File: src/rtl/sum_accum_int.sv
// sum_accum_int: accumulates num_chunks signed partial sums into one result.
// Ports:
//   i_clk, i_rst_n       clock, asynchronous active-low reset
//   i_clear              synchronous flush of the in-progress accumulation
//   i_valid, i_sum       incoming partial-sum beat
//   o_in_ready           beat may be accepted this cycle (ACC state)
//   o_valid, o_sum       completed result; held while o_valid && !i_ready
//   i_ready              downstream consumes o_sum this cycle
//   o_busy               a partial accumulation or a parked result is pending
module sum_accum_int #(
    parameter int sum_width  = 21,
    parameter int num_chunks = 4,
    parameter int acc_width  = sum_width + $clog2(num_chunks)
) (
    input  logic                        i_clk,
    input  logic                        i_rst_n,
    input  logic                        i_clear,
    input  logic                        i_valid,
    input  logic signed [sum_width-1:0] i_sum,
    output logic                        o_in_ready,
    output logic                        o_valid,
    input  logic                        i_ready,
    output logic signed [acc_width-1:0] o_sum,
    output logic                        o_busy
);

    localparam int unsigned cnt_w = (num_chunks > 1) ? $clog2(num_chunks) : 1;
    localparam logic [cnt_w-1:0] last_cnt = cnt_w'(num_chunks - 1);

    typedef enum logic {
        ST_ACC  = 1'b0,
        ST_WAIT = 1'b1
    } state_t;

    state_t                       state_q, state_d;
    logic signed [acc_width-1:0]  acc_q, acc_d;
    logic        [cnt_w-1:0]      cnt_q, cnt_d;
    logic                         valid_d;
    logic signed [acc_width-1:0]  sum_d;

    logic signed [acc_width-1:0]  sum_ext;
    logic signed [acc_width-1:0]  acc_plus;
    logic                         accept;
    logic                         last_beat;
    logic                         slot_free;

    // Sign-extended operand; widths guarantee the sum never overflows.
    assign sum_ext   = acc_width'(i_sum);
    assign acc_plus  = acc_q + sum_ext;
    assign accept    = i_valid && (state_q == ST_ACC) && !i_clear;
    assign last_beat = (cnt_q == last_cnt);
    assign slot_free = !o_valid || i_ready;

    // Status decoded directly from state flops, independent of i_ready.
    assign o_in_ready = (state_q == ST_ACC);
    assign o_busy     = (cnt_q != '0) || (state_q == ST_WAIT);

    // State and datapath registers.
    always_ff @(posedge i_clk or negedge i_rst_n) begin
        if (!i_rst_n) begin
            state_q <= ST_ACC;
            acc_q   <= '0;
            cnt_q   <= '0;
            o_valid <= 1'b0;
            o_sum   <= '0;
        end else begin
            state_q <= state_d;
            acc_q   <= acc_d;
            cnt_q   <= cnt_d;
            o_valid <= valid_d;
            o_sum   <= sum_d;
        end
    end

    // Next-state and datapath logic.
    always_comb begin
        state_d = state_q;
        acc_d   = acc_q;
        cnt_d   = cnt_q;
        valid_d = o_valid && !i_ready;
        sum_d   = o_sum;

        if (i_clear) begin
            // Flush partial and parked sums; the output handshake still runs.
            state_d = ST_ACC;
            acc_d   = '0;
            cnt_d   = '0;
        end else begin
            unique case (state_q)
                ST_ACC: begin
                    if (accept) begin
                        if (!last_beat) begin
                            acc_d = acc_plus;
                            cnt_d = cnt_q + cnt_w'(1);
                        end else if (slot_free) begin
                            sum_d   = acc_plus;
                            valid_d = 1'b1;
                            acc_d   = '0;
                            cnt_d   = '0;
                        end else begin
                            // Output slot busy: park the finished sum in acc.
                            acc_d   = acc_plus;
                            cnt_d   = '0;
                            state_d = ST_WAIT;
                        end
                    end
                end
                ST_WAIT: begin
                    if (i_ready) begin
                        sum_d   = acc_q;
                        valid_d = 1'b1;
                        acc_d   = '0;
                        state_d = ST_ACC;
                    end
                end
                default: state_d = ST_ACC;
            endcase
        end
    end

endmodule

File: config.mk
export PLATFORM = sky130hd
export DESIGN_NAME = sum_accum_int
export DESIGN_NICKNAME = d
export VERILOG_FILES = /design/src/rtl/sum_accum_int.sv
export SDC_FILE = /design/constraint.sdc
export NUM_CORES = 1
export LEC_CHECK = 0
export ABC_AREA = 1
export CAP_MARGIN = 25
export CORE_MARGIN = 2
export CORE_UTILIZATION = 35
export CTS_BUF_LIST = sky130_fd_sc_hd__clkbuf_16
export DETAILED_ROUTE_END_ITERATION = 10
export REMOVE_ABC_BUFFERS = 1
export SLEW_MARGIN = 20
export SYNTH_ARGS = -nofsm -noshare
export SYNTH_HDL_FRONTEND = slang
export SYNTH_SLANG_ARGS = --single-unit
File: constraint.sdc
create_clock -name i_clk -period 1.9 [get_ports i_clk]
set_input_delay 0.38 -clock i_clk [delete_from_list [all_inputs] [get_ports i_clk]]
set_output_delay 0.38 -clock i_clk [all_outputs]
set_load 0.02 [all_outputs]
==> results by group, run 1 <==
Outcome
  – Outcome: complete, no violations

Floorplanning
  – Die area: 11,710 um^2
  – Site row count: 38
  – DIE HEIGHT: 108.2 um
  – Initial Util: 35.52%
  – DIE WIDTH: 108.2 um
  – Ports: 52
  – Core area: about 11,000 um^2

Clocking
  – CTS buffer count: 5
  – Clock buffer depth: 2
  – H-tree levels: 2
  – Skew-Pair Late Insertion Delay: 0.29 ns
  – CTS sink count: 50
  – CTS clk-pin slew, worst paths: 0.07 ns
  – CTS tree: yes
  – CTS root buf: clkbuf_16

Setup path
  – Critical path's largest stage delay: 0.44 ns
  – Startpoint class of the critical path: primary input
  – FF-to-FF Start: acc_q[0]
  – Reg2Reg Depth: 9
  – Reg2reg end: acc_q[6]
  – CP required: 2.13 ns
  – CP cell instances: clkdlybuf4s50_1, ha_4, nand2_2, buf_4, nor2_4, nand2_1, nor2_1, nand2_1, nand4_1, nand3_2, a21oi_2
  – Slowest CP cell: clkdlybuf4s50_1
  – CP Capture Type: flop
  – Reg2Reg Setup Slack: ~0.10 ns
  – CP dominant cell by count: nand2_1
  – Arrival @ worst endpoint: 2.06 ns
  – Crit-path max FO: 5
  – Crit path kind: in -> reg

Pwr
  – Pwr per Cell Area: 839.4 nW/um^2
  – Worst VDD drop: 436.2 uV
  – Leakage Power: between 0.002 and 0.003 uW
  – Total Power: 4543 uW

Cells and area
  – Finished Cell Area: ~5400 um^2
  – Diode count: 0
  – P&R area growth vs syn: 42.44%
  – Final #Nets: 690
  – Fill cell count: 1,057
  – Layout cells sized above 1: between 20% and 30%

Synthesis
  – Synth Register Bits: 50
  – Area leader, netlist: dfrtp_1
  – Ys flop type: dfrtp_1
  – Most numerous cell in the Yosys netlist: nand2_1
  – YS warnings: 0
  – Cell count after synthesis: 550
  – Top post-synthesis cells by count: nand2_1 (167), inv_1 (68), a21oi_1 (52)
  – Ys async rst share: 100.0%
  – Syn avg cell area: approximately 7 um^2
  – Cell Area, Synth: ~3800 um^2
  – Sequential share of the synthesized area: 32.93%
  – Number of synthesized flops with an enable pin: 0
  – Area contributors post-synth: dfrtp_1 (33%), nand2_1 (16%), ha_1 (7.9%)
  – Area share of the largest cell type after synthesis: 32.93%
  – Synth cell types: 33

STA
  – Fmax: 0.5445 GHz
  – Fin crit period: 1.837 ns
  – Worst Tran Pin Value: ~0.57 ns
  – Setup Skew: 0.004204 ns
  – Final Setup Violations: 0
  – Worst slew margin: 62.18%
  – RSZ-0062 raised after global routing: yes
  – Final Cycle Share: 96.66%
  – Hold Fails Final Rpt: 0
  – Final Max Slew Viols: 0

Routing
  – Residual DRC: 0
  – Antenna-violating nets left: 0
  – Total Routed Length: 11.07 mm
  – First-pass detailed-route iteration total: 4
  – Via density: slightly below 5
  – DRT iter0 DRCs: 121
  – WL/cell: 14.19 um
  – Vias: 3,787

Place
  – Placed instance area: 4731 um^2
  – # port buffers: 51
  – HPWL after DPL: approximately 8 mm
  – Placer congestion estimate: approximately 0.87

GRT
  – Vias in the first global route: 3,837
  – First-pass GRT wire length: 18.42 mm
  – Initial antenna violation count: 0
  – Grt ovf: 0
  – Largest net degree at the start of global routing: 51
  – GRT Total Usage: 19.81%

Run
  – Max cap viols: 0

Min path
  – Worst Hold Class: in -> async
## area by class of cell
class	count	area, um^2	area share (%)
clock inverter	3	20.02	0.3699
timing repair buffer	95	903.4	16.69
clock buffer	5	125.1	2.312
sequential	50	1251	23.12
tap	140	175.2	3.236
inverter	76	285.3	5.270
multi-input combinational	411	2653	49.01
## worst max-delay path by stage
stage                           end       from  cells after the start  slack (ns)
after CTS                  o_sum[5]   i_sum[2]                     10      0.0009
after detailed placement   acc_q[8]   i_sum[0]                     11       -0.46
after global routing      o_sum[22]  i_sum[17]                     10       -0.04
after global placement     acc_q[6]   i_sum[0]                     10       -0.41
after floorplan           o_sum[17]    state_q                      7       -0.59
final                     o_sum[21]  i_sum[11]                     11        0.06
## worst max-delay path, delay by kind of cell
| kind | cells | cell delay, ns |
|---|---|---|
| adder cells (fa/ha/maj) | 1 | 0.32 |
| AND/OR/NAND/NOR | 7 | 0.63 |
| AO/OA/AOI/OAI | 1 | 0.14 |
| buffers and inverters | 2 | 0.59 |
## per-stage QoR
stage	util, %	TNS [ns]	setup slack [ns]	instances	hold slack, ns
global route	50.60	-0.1253	-0.03512	780	0.09250
global placement	44.22	-13.97	-0.4083	768	0.3897
detailed placement	44.22	-14.86	-0.4569	768	0.3942
CTS	46.90	0	0.0009031	776	0.07430
finish	50.60	0	0.06337	780	0.07022
floorplan	-	-24.86	-0.5856	537	0.08441
## cells in the final DEF, fill, tap and decap left out, drive strengths merged
master / count
nand2: 181
buf: 45
a21oi: 58
inv: 77
ha: 24
fa: 1
clkinvlp: 1
o21ai: 31
nor2: 56
nand4: 4
clkbuf: 5
nand3: 34
xnor2: 1
clkdlybuf4s50: 30
o211ai: 1
clkinv: 1
dfrtp: 50
or2: 4
a31oi: 4
a32o: 2
dlymetal6s2s: 17
nand3b: 7
dlygate4sd2: 3
nor3: 3
## registers in the layout, indices dropped and copies added, names as in the netlist
signal	cells
o_sum	23
cnt_q	2
state_q	1
acc_q	23
o_valid	1
## layer usage
layer  vias to the layer above  part of all wire, %  global-route usage [%]
met4                         0                 0.95                   4.029
met2                        74                   48                   34.95
li1                       1946                    -                       -
met3                         8                  4.4                   2.532
met1                      1759                   47                   26.01
met5                         -                    0                       0
## what timing repair did
| item | 4_1_cts | 5_1_grt |
|---|---|---|
| pin swaps | 14 | 20 |
| setup endpoints to repair | 39 | 38 |
| buffers inserted | 0 | 4 |
| hold buffers | 0 | 0 |
| gates resized for setup | 33 | 79 |
## report_power, final
group          internal (uW)  switching, uW  leakage (uW)  total (uW)
clock                    490            428     0.0000679         918
combinational           1000           1170       0.00203        2170
sequential              1280            170      0.000652        1450
## cell families after synthesis
family,synth area share (%)
adder cells (fa/ha/maj),8.429
XOR/XNOR,0.2305
AO/OA/AOI/OAI,14.26
flip-flops,32.93
buffers and inverters,9.483
AND/OR/NAND/NOR,34.67
Note: power is estimated with default switching activity, not from simulation.
==> run 2: changes to the inputs <==
--- a/config.mk
+++ b/config.mk
@@ -9,8 +9,10 @@
 export CAP_MARGIN = 25
 export CORE_MARGIN = 2
 export CORE_UTILIZATION = 35
-export CTS_BUF_LIST = sky130_fd_sc_hd__clkbuf_16
+export CTS_BUF_LIST = sky130_fd_sc_hd__clkbuf_4 sky130_fd_sc_hd__clkbuf_8
 export DETAILED_ROUTE_END_ITERATION = 10
+export GPL_ROUTABILITY_DRIVEN = 0
+export MAX_ROUTING_LAYER = met4
 export REMOVE_ABC_BUFFERS = 1
 export SLEW_MARGIN = 20
 export SYNTH_ARGS = -nofsm -noshare
==> results by group, run 2 (synthesized netlist as in run 1, its figures left out) <==
Setup path
  – CP startpoint: acc_q[0]
  – CP endpoint: o_sum[12]
  – Crit path kind: reg -> reg
  – Arrival @ worst endpoint: 2.08 ns (+0.02 ns)
  – CP cell instances: ha_2, fa_2, nand2_2, nand2_2, nand2_2, buf_6, o21ai_4, nand2_2, nand2_1, nand2_1, nand3_2, a21oi_2
  – Critical path's largest stage delay: 0.40 ns (-0.04 ns)
  – CP top delay family: adder cells
  – CP required: 2.15 ns (+0.02 ns)
  – CP dominant cell by count: nand2_2
  – CP Capture Type: flop
  – Reg2reg end: o_sum[12]
  – Buffers & Inverters on Critical Path: 1 (-1)
  – Reg2Reg Setup Slack: 0.08 ns (-0.02 ns)
  – Startpoint class of the critical path: flop
  – Reg2Reg Depth: 12 (+3)
  – FF-to-FF Start: acc_q[0]
  – Critical Path Stages: 12 (+1)
  – Crit-path max FO: 4 (-1)
  – Slowest CP cell: dfrtp_1

GRT
  – Vias in the first global route: 3,860 (+0.60%)
  – Initial antenna violation count: 0 (unchanged)
  – Largest net degree at the start of global routing: 51 (unchanged)
  – Grt ovf: 0 (unchanged)
  – First-pass GRT wire length: 17.97 mm (-2.4%)
  – GRT Total Usage: 19.90% (+0.081 points)

Clocking
  – CTS clk-pin slew, worst paths: 0.10 ns (+0.03 ns)
  – CTS root buf: clkbuf_8
  – CTS buffer count: 5 (unchanged)
  – Clock buffer depth: 2 (unchanged)
  – Skew-Pair Late Insertion Delay: 0.32 ns (+0.03 ns)
  – CTS tree: yes
  – CTS sink count: 50 (unchanged)
  – H-tree levels: 2 (unchanged)

Place
  – Placed cell count: 765 (-0.39%)
  – # port buffers: 51 (unchanged)
  – Place WS: -0.4491 ns (+0.007833 ns)
  – HPWL after DPL: 7.835 mm (-1.3%)

Routing
  – Antenna-violating nets left: 0 (unchanged)
  – Residual DRC: 0 (unchanged)
  – Vias: 3,771 (-0.42%)
  – First-pass detailed-route iteration total: 5 (+1)
  – WL/cell: 14.06 um (-0.90%)
  – Total Routed Length: 10.93 mm (-1.3%)
  – Via density: 4.853 (about the same)
  – DRT iter0 DRCs: 144 (+19%)

STA
  – Final Cycle Share: 95.96% (-0.70 points)
  – Fin crit period: 1.823 ns (-0.01338 ns)
  – RSZ-0062 raised after global routing: yes
  – Fmax: 0.5485 GHz (+0.73%)
  – Setup WS post-layout: 0.07674 ns (+0.01338 ns)
  – Setup Skew: 0.01025 ns (+0.006046 ns)
  – Worst slew margin: 64.64% (+2.5 points)
  – Hold Fails Final Rpt: 0 (unchanged)
  – Final Setup Violations: 0 (unchanged)
  – Worst Tran Pin Value: 0.5296 ns (-0.03692 ns)
  – Final Max Slew Viols: 0 (unchanged)

Floorplanning
  – Site row count: 38 (unchanged)
  – Ports: 52 (unchanged)
  – DIE WIDTH: 108.2 um (unchanged)
  – Die area: 11,710 um^2 (unchanged)
  – Initial Util: 35.52% (unchanged)
  – DIE HEIGHT: 108.2 um (unchanged)
  – Core area: 10,700 um^2 (unchanged)

Cells and area
  – Multi-input logic area: 2604 um^2 (-1.8%)
  – Regs by FF count: acc_q x23, o_sum x23, cnt_q x2
  – Fill cell count: 1,051 (-0.57%)
  – Most frequent cells in the layout: nand2_1 (155), inv_1 (68), dfrtp_1 (49), a21oi_1 (45), buf_4 (38)
  – Commonest non-fill, non-tap cell in the layout: nand2_1
  – P&R area growth vs syn: 39.64%
  – Diode count: 0 (unchanged)
  – Layout cells sized above 1: 26.06% (-0.97 points)
  – Final Util: 49.60% (-0.99 points)
  – Register area: 1252 um^2 (about the same)
  – Fin cells: 777 (-0.38%)
  – Final #Nets: 687 (-0.43%)

Outcome
  – Outcome: complete, no violations

Pwr
  – Pwr per Cell Area: 825.3 nW/um^2 (-1.7%)
  – Total Power: 4379 uW (-3.6%)
  – Worst VDD drop: 457.1 uV (+4.8%)
  – Leakage Power: 0.002705 uW (-1.6%)

Min path
  – Worst Hold Class: in -> async

Run
  – Max cap viols: 0 (unchanged)
run 2: cell count changes in the layout (fill, tap and decap cells not counted), sizes merged:
cell / delta
buf: -3
clkdlybuf4s50: +3
dlymetal6s2s: -2
bufinv: +1
clkinvlp: -1
dlygate4sd2: -1
run 2: where the power goes:
| group | leakage, uW | total [uW] | switching, uW | internal [uW] |
|---|---|---|---|---|
| combinational | 0.00200 | 2130 | 1150 | 984 |
| clock | 0.0000585 | 798 | 403 | 396 |
| sequential | 0.000651 | 1450 | 168 | 1280 |
run 2: cell type report:
type                    count  share of cell area [%]
inverters                  76                   5.376
multi-input cells         411                   49.07
repair buffers             92                   16.53
clock inverters             3                  0.8253
clock buffers               5                   1.297
well taps                 140                   3.301
flip-flops and latches     50                   23.60
run 2: per-stage QoR:
step / area [um^2] / setup TNS [ns] / hold slack [ns]
6_report: 5306 / 0 / 0.03750
2_1_floorplan: 3725 / -24.86 / 0.08441
5_1_grt: 5306 / -0.3943 / 0.05833
4_1_cts: 4927 / 0 / 0.05867
3_5_place_dp: 4708 / -15.15 / 0.4085
3_3_place_gp: 4708 / -14.05 / 0.3913
run 2: what timing repair did:
item                       in CTS  in global routing
setup endpoints to repair      30                 38
gates cloned                    0                  0
pin swaps                       8                 22
buffers inserted                0                  4
resized for setup              25                 73
hold buffers                    0                  0
run 2: worst min path at each step:
stage / startpoint / to / slack (ns) / depth (start not counted)
final: i_rst_n / acc_q[3] / 0.04 / 2
after global routing: i_rst_n / acc_q[3] / 0.06 / 2
after CTS: i_rst_n / acc_q[0] / 0.06 / 2
after detailed placement: i_rst_n / acc_q[3] / 0.41 / 2
after global placement: i_rst_n / o_sum[3] / 0.39 / 2
after floorplan: i_rst_n / acc_q[0] / 0.08 / 0
run 2: worst reg2reg max path: cells and delay by family, from the launching register on:
family,cells,cell delay [ns]
buf+inv,1,0.10
fa+ha+maj,2,0.56
compound gates,2,0.22
simple gates,7,0.48
flops,1,0.40
run 2: metal layers:
layer / track usage [%] / vias to the layer above / part of all wire, %
li1: - / 1937 / -
met4: 5.128 / 0 / 1.3
met1: 24.65 / 1748 / 46
met3: 2.532 / 12 / 3.3
met5: - / - / 0
met2: 34.37 / 74 / 49
